`config.mk`:
```
export PLATFORM = sky130hd
export DESIGN_NAME = mem_arbiter
export DESIGN_NICKNAME = d
export VERILOG_FILES = /design/src/rtl/mem_arbiter_pkg.sv /design/src/rtl/mem_arb_prio.sv /design/src/rtl/mem_arbiter.sv
export SDC_FILE = /design/constraint.sdc
export NUM_CORES = 1
export LEC_CHECK = 0
export ABC_AREA = 1
export CAP_MARGIN = 20
export CORE_MARGIN = 1.5
export CORE_UTILIZATION = 42
export DETAILED_ROUTE_END_ITERATION = 10
export HOLD_SLACK_MARGIN = 0.06
export PLACE_DENSITY = 0.91
export REMOVE_ABC_BUFFERS = 1
export SLEW_MARGIN = 25
export SYNTH_ARGS = -nofsm -noshare
export SYNTH_HDL_FRONTEND = slang
export SYNTH_HIERARCHICAL = 1
export SYNTH_SLANG_ARGS = --single-unit
```
`constraint.sdc`:
```
create_clock -name i_clk -period 2.4 [get_ports i_clk]
set_input_delay 0.24 -clock i_clk [delete_from_list [all_inputs] [get_ports i_clk]]
set_output_delay 0.24 -clock i_clk [all_outputs]
set_load 0.005 [all_outputs]
```
`src/rtl/mem_arbiter_pkg.sv`:
```
// Shared definitions for the unified instruction/data memory arbiter.
package mem_arbiter_pkg;

   localparam logic [1:0] MEM_NOP   = 2'd0;
   localparam logic [1:0] MEM_READ  = 2'd1;
   localparam logic [1:0] MEM_WRITE = 2'd2;

   localparam int unsigned RUN_W = 4;

   typedef enum logic [1:0] {
      ST_IDLE  = 2'd0,
      ST_ISSUE = 2'd1,
      ST_RESP  = 2'd2
   } state_t;

   // Only READ and WRITE count as a data request; 2'b11 behaves as NOP.
   function automatic logic is_data_req(input logic [1:0] action);
      return (action == MEM_READ) || (action == MEM_WRITE);
   endfunction

endpackage

```
`src/rtl/mem_arb_prio.sv`:
```
// Grant selection between fetch and data, with a bounded data-run counter
// that keeps a pending fetch from being starved.
module mem_arb_prio
   import mem_arbiter_pkg::*;
#(
   parameter int unsigned MAX_DATA_RUN = 4
) (
   input  logic clk,
   input  logic rst_n,
   input  logic idle,
   input  logic f_req,
   input  logic d_req,
   output logic grant_fetch_c,
   output logic grant_data_c
);

   localparam logic [RUN_W-1:0] RUN_MAX = RUN_W'(MAX_DATA_RUN);

   logic [RUN_W-1:0] run_cnt;
   logic             run_full;

   assign run_full = (run_cnt == RUN_MAX);

   // Data has priority unless it has used up its run while fetch waited.
   always_comb begin
      grant_fetch_c = 1'b0;
      grant_data_c  = 1'b0;
      if (idle) begin
         if (f_req && d_req) begin
            grant_fetch_c = run_full;
            grant_data_c  = !run_full;
         end else begin
            grant_fetch_c = f_req;
            grant_data_c  = d_req;
         end
      end
   end

   always_ff @(posedge clk or negedge rst_n) begin
      if (!rst_n) begin
         run_cnt <= '0;
      end else if (idle) begin
         if (grant_fetch_c || !f_req) begin
            run_cnt <= '0;
         end else if (grant_data_c && !run_full) begin
            run_cnt <= run_cnt + RUN_W'(1);
         end
      end
   end

endmodule

```
`src/rtl/mem_arbiter.sv`:
```
// Shares one single-port synchronous RAM between instruction fetch
// (16-bit halfwords) and load/store (32-bit words); one access per 3 cycles.
module mem_arbiter
   import mem_arbiter_pkg::*;
#(
   parameter int unsigned AW           = 32,
   parameter int unsigned MAW          = AW - 2,
   parameter int unsigned MAX_DATA_RUN = 4
) (
   input  logic           i_clk,
   input  logic           i_rst,
   input  logic           i_f_req,
   input  logic [AW-1:0]  i_f_addr,
   output logic           o_f_ack,
   output logic [15:0]    o_f_data,
   input  logic [1:0]     i_d_action,
   input  logic [AW-1:0]  i_d_addr,
   input  logic [31:0]    i_d_wdata,
   output logic           o_d_ack,
   output logic [31:0]    o_d_rdata,
   output logic           o_mem_en,
   output logic           o_mem_we,
   output logic [MAW-1:0] o_mem_addr,
   output logic [31:0]    o_mem_wdata,
   input  logic [31:0]    i_mem_rdata,
   output logic           o_busy
);

   state_t         state;
   logic           win_fetch;
   logic           win_write;
   logic           half_sel;
   logic           d_req;
   logic           grant_fetch;
   logic           grant_data;
   logic [AW-1:0]  sel_addr;
   logic           unused_addr_bit;

   assign d_req           = is_data_req(i_d_action);
   assign sel_addr        = grant_fetch ? i_f_addr : i_d_addr;
   assign unused_addr_bit = sel_addr[0];

   mem_arb_prio #(
      .MAX_DATA_RUN (MAX_DATA_RUN)
   ) u_prio (
      .clk           (i_clk),
      .rst_n         (i_rst),
      .idle          (state == ST_IDLE),
      .f_req         (i_f_req),
      .d_req         (d_req),
      .grant_fetch_c (grant_fetch),
      .grant_data_c  (grant_data)
   );

   // IDLE latches the winner and presents it to the RAM on entry to ISSUE;
   // the RAM's read data is captured at the end of RESP with the ack.
   always_ff @(posedge i_clk or negedge i_rst) begin
      if (!i_rst) begin
         state       <= ST_IDLE;
         win_fetch   <= 1'b0;
         win_write   <= 1'b0;
         half_sel    <= 1'b0;
         o_f_ack     <= 1'b0;
         o_f_data    <= '0;
         o_d_ack     <= 1'b0;
         o_d_rdata   <= '0;
         o_mem_en    <= 1'b0;
         o_mem_we    <= 1'b0;
         o_mem_addr  <= '0;
         o_mem_wdata <= '0;
         o_busy      <= 1'b0;
      end else begin
         o_f_ack <= 1'b0;
         o_d_ack <= 1'b0;
         case (state)
            ST_IDLE: begin
               if (grant_fetch || grant_data) begin
                  win_fetch   <= grant_fetch;
                  win_write   <= grant_data && (i_d_action == MEM_WRITE);
                  half_sel    <= sel_addr[1];
                  o_mem_en    <= 1'b1;
                  o_mem_we    <= grant_data && (i_d_action == MEM_WRITE);
                  o_mem_addr  <= MAW'(sel_addr[AW-1:2]);
                  o_mem_wdata <= i_d_wdata;
                  o_busy      <= 1'b1;
                  state       <= ST_ISSUE;
               end
            end
            ST_ISSUE: begin
               o_mem_en <= 1'b0;
               o_mem_we <= 1'b0;
               state    <= ST_RESP;
            end
            ST_RESP: begin
               o_busy <= 1'b0;
               state  <= ST_IDLE;
               if (win_fetch) begin
                  o_f_ack  <= 1'b1;
                  o_f_data <= half_sel ? i_mem_rdata[31:16] : i_mem_rdata[15:0];
               end else begin
                  o_d_ack <= 1'b1;
                  if (!win_write) begin
                     o_d_rdata <= i_mem_rdata;
                  end
               end
            end
            default: begin
               state <= ST_IDLE;
            end
         endcase
      end
   end

endmodule

```
==> results.md <==
- Synthesized instance count: 701
- Hold WC Path Type: primary input to flop
- Fin crit period: 2140 ps
- Gr usage total: 0.249
- I/O Buffers: 245
- Clock Skew: 10.1 ps
- YS warnings: 6
- Dpl cells: 1,100
- Max stage delay on crit path: 480 ps
- Max VDD drop: 702 uV
- Unrepaired setup endpoints after global routing: no
- Antenna cells: 0
- Power Dens Cells: 1290 nW/um2
- Post-synth top area share: 0.564
- Rel. slew slack: 0.585
- Final nets: 1,084
- Critical-path cell list: clkdlybuf4s50_1, inv_1, ha_1, inv_1, nand3_1, nor2_2, nor2_1, nor2_2, inv_2, nand2_2, buf_4, nand3_1, nand2_1
- Row cnt: 41
- DR pass1 iterations: 5
- Synth Cell Area: 5500 um2
- Syn Area/Cell: 7.85 um2
- Die H: 117 um
- WL final: 16,900 um
- TritonCTS Buffers: 17
- Count of buffer and inverter cells on the critical path: 5
- Clk_lat worst skew: 410 ps
- Tot Pwr: 11.4 mW
- CP Data Arrival Time: 2470 ps
- First-pass GRT wire length: 27,300 um
- I/O pin cnt: 248
- Critical-path top delay cell: clkdlybuf4s50_1
- Max cap viols: 0
- Via count: 5,553
- Clock buffer depth: 2
- Number of flops mapped to enable cells by yosys: 0
- Setup ws final: 262 ps
- Worst EP required: 2730 ps
- Worst hold start: i_d_wdata[9]
- Clock sink count: 124
- Die width: 117 um
- Largest net degree at the start of global routing: 48
- Multi-input logic area: 2160 um2
- Dpl hpwl: 11,900 um
- Count leader, synth: nand2_1
- Vias in the first global route: 5,467
- Unique masters post-synth: 19
- Layout cells sized above 1: 0.0677
- Sequential area share after synthesis: 0.564
- CP Max Fanout: 32
- Drc violations: 0
- Delay-heaviest family, CP: buffers and inverters
- Post-route antenna net violation count: 0
- Crit. End Element: flop
- Hold_ws: 389 ps
- Largest cells by area after synthesis: dfrtp_1, nand2_1, nand3_1
- Fin crit share: 0.891
- CP startpoint: i_d_action[0]
- Hold Vio Cnt, Final: 0
- Main synth FF type: dfrtp_1
- H-Tree Depth: 4
- Critical path startpoint category: primary input
- Worst r2r src: u_prio/run_cnt[0]
- FF+latch area: 3100 um2
- Synth async-reset ratio: 1.00
- Slew at the pin closest to its max-slew limit: 622 ps
- FILL cells: 986
- Avg WL per Cell: 14.9 um
- CTS tree: yes
- Status: completed
- Flops & latches, synth: 124
- Clock transition at the registers of the reported paths: 60 ps
- Core area: 12,700 um2
- Finished Layout Cells: 1,132
- Clk root buf: clkbuf_16
- Initial Utilization: 0.433
- Initial detailed-routing violation count: 424
- Vias per cell: 4.91
- Initial antenna violation count: 0
- RePlAce Congestion: 0.838
- Final Setup Violations: 0
- Overall overflow remaining after global route: 0
- Synth area leader: dfrtp_1
- Max frequency: 468 MHz
- Slew Limit Fails: 0
- Critical setup path kind: primary input to flop
- Most frequent cells after synthesis: nand2_1, dfrtp_1, nand3_1
- Pre-CTS WS: -61.6 ps
- Full die area: 13,800 um2
- Pleak: 4.41 nW
- P&R area growth vs syn: 59.9%
kinds of logic after synthesis:
group | count (synthesis) | synth area share
simple gates | 517 | 0.375
flops | 124 | 0.564
buf+inv | 51 | 0.0443
compound gates | 4 | 0.00659
fa+ha+maj | 3 | 0.00682
xor+xnor | 2 | 0.00318
metrics by stage:
step | area, um2 | util | setup TNS [ps]
after floorplan | 5310 | - | -128100
after global placement | 8210 | 0.646 | 0
after detailed placement | 8210 | 0.646 | -1220
after CTS | 8800 | 0.692 | 0
after global routing | 8800 | 0.692 | 0
final | 8800 | 0.692 | 0
placed cells by master (no fill, tap or decap):
| master | instances |
|---|---|
| buf_4 | 13 |
| o21ai_0 | 1 |
| buf_12 | 7 |
| clkdlybuf4s50_1 | 244 |
| nand4_1 | 2 |
| nor2_2 | 5 |
| ha_1 | 3 |
| inv_2 | 3 |
| xor2_1 | 2 |
| nand3_1 | 67 |
| nand2_2 | 3 |
| nand2_1 | 428 |
| clkbuf_1 | 1 |
| nor2_1 | 9 |
| clkbuf_16 | 17 |
| dlygate4sd3_1 | 1 |
| a21oi_1 | 2 |
| nor2_4 | 3 |
| inv_6 | 1 |
| a31oi_4 | 1 |
| bufinv_16 | 2 |
| clkinvlp_4 | 4 |
| clkbuf_8 | 2 |
| dfrtp_1 | 124 |
| inv_1 | 11 |
| clkinv_2 | 4 |
routing by layer:
| layer | vias to the layer above | track usage | wire length [um] |
|---|---|---|---|
| met2 | 291 | 0.428 | 8390 |
| met1 | 2579 | 0.302 | 6650 |
| met4 | 0 | 0.0884 | 333 |
| met3 | 30 | 0.0693 | 1540 |
| met5 | - | 0 | 0 |
| li1 | 2653 | - | - |
worst register-to-register path, delay by kind of cell, from the launching register on:
family | cells | cell delay (ps)
fa+ha+maj | 1 | 180
buf+inv | 3 | 490
flops | 1 | 420
simple gates | 7 | 860
power breakdown:
group / internal, mW / switching (mW) / leakage, nW
clock: 1.57 / 0.900 / 0.274
sequential: 3.10 / 0.632 / 1.54
combinational: 2.66 / 2.49 / 2.60
total: 7.33 / 4.02 / 4.41
sequential cells by signal, summed over array words and instances, names as in the netlist:
name / flops
o_d_ack: 1
o_f_ack: 1
o_f_data: 16
o_mem_addr: 30
state: 2
win_write: 1
win_fetch: 1
o_mem_en: 1
o_d_rdata: 32
half_sel: 1
o_mem_we: 1
o_busy: 1
u_prio/run_cnt: 4
o_mem_wdata: 32
final timing paths:
kind,slack (ps),to,cells after the start
max reg2reg,370,o_mem_wdata[7],11
max,260,o_mem_wdata[7],13
min,390,o_mem_wdata[9],3
min in group asynchronous,400,o_f_data[14],2
min reg2reg,470,o_d_rdata[14],2
max in group asynchronous,1340,o_mem_wdata[19],3
repair_timing:
item	in CTS	in global routing
hold buffers	1	0
setup buffers	0	0
gates resized for setup	0	0
endpoints found under the hold margin	45	0
cell type report:
type	instances	area share
clock buffers	20	0.0519
inverters	14	0.00597
flip-flops and latches	124	0.353
multi-input cells	526	0.246
clock inverters	11	0.0135
repair buffers	265	0.306
well taps	172	0.0245
Note: power is estimated with default switching activity, not from simulation.
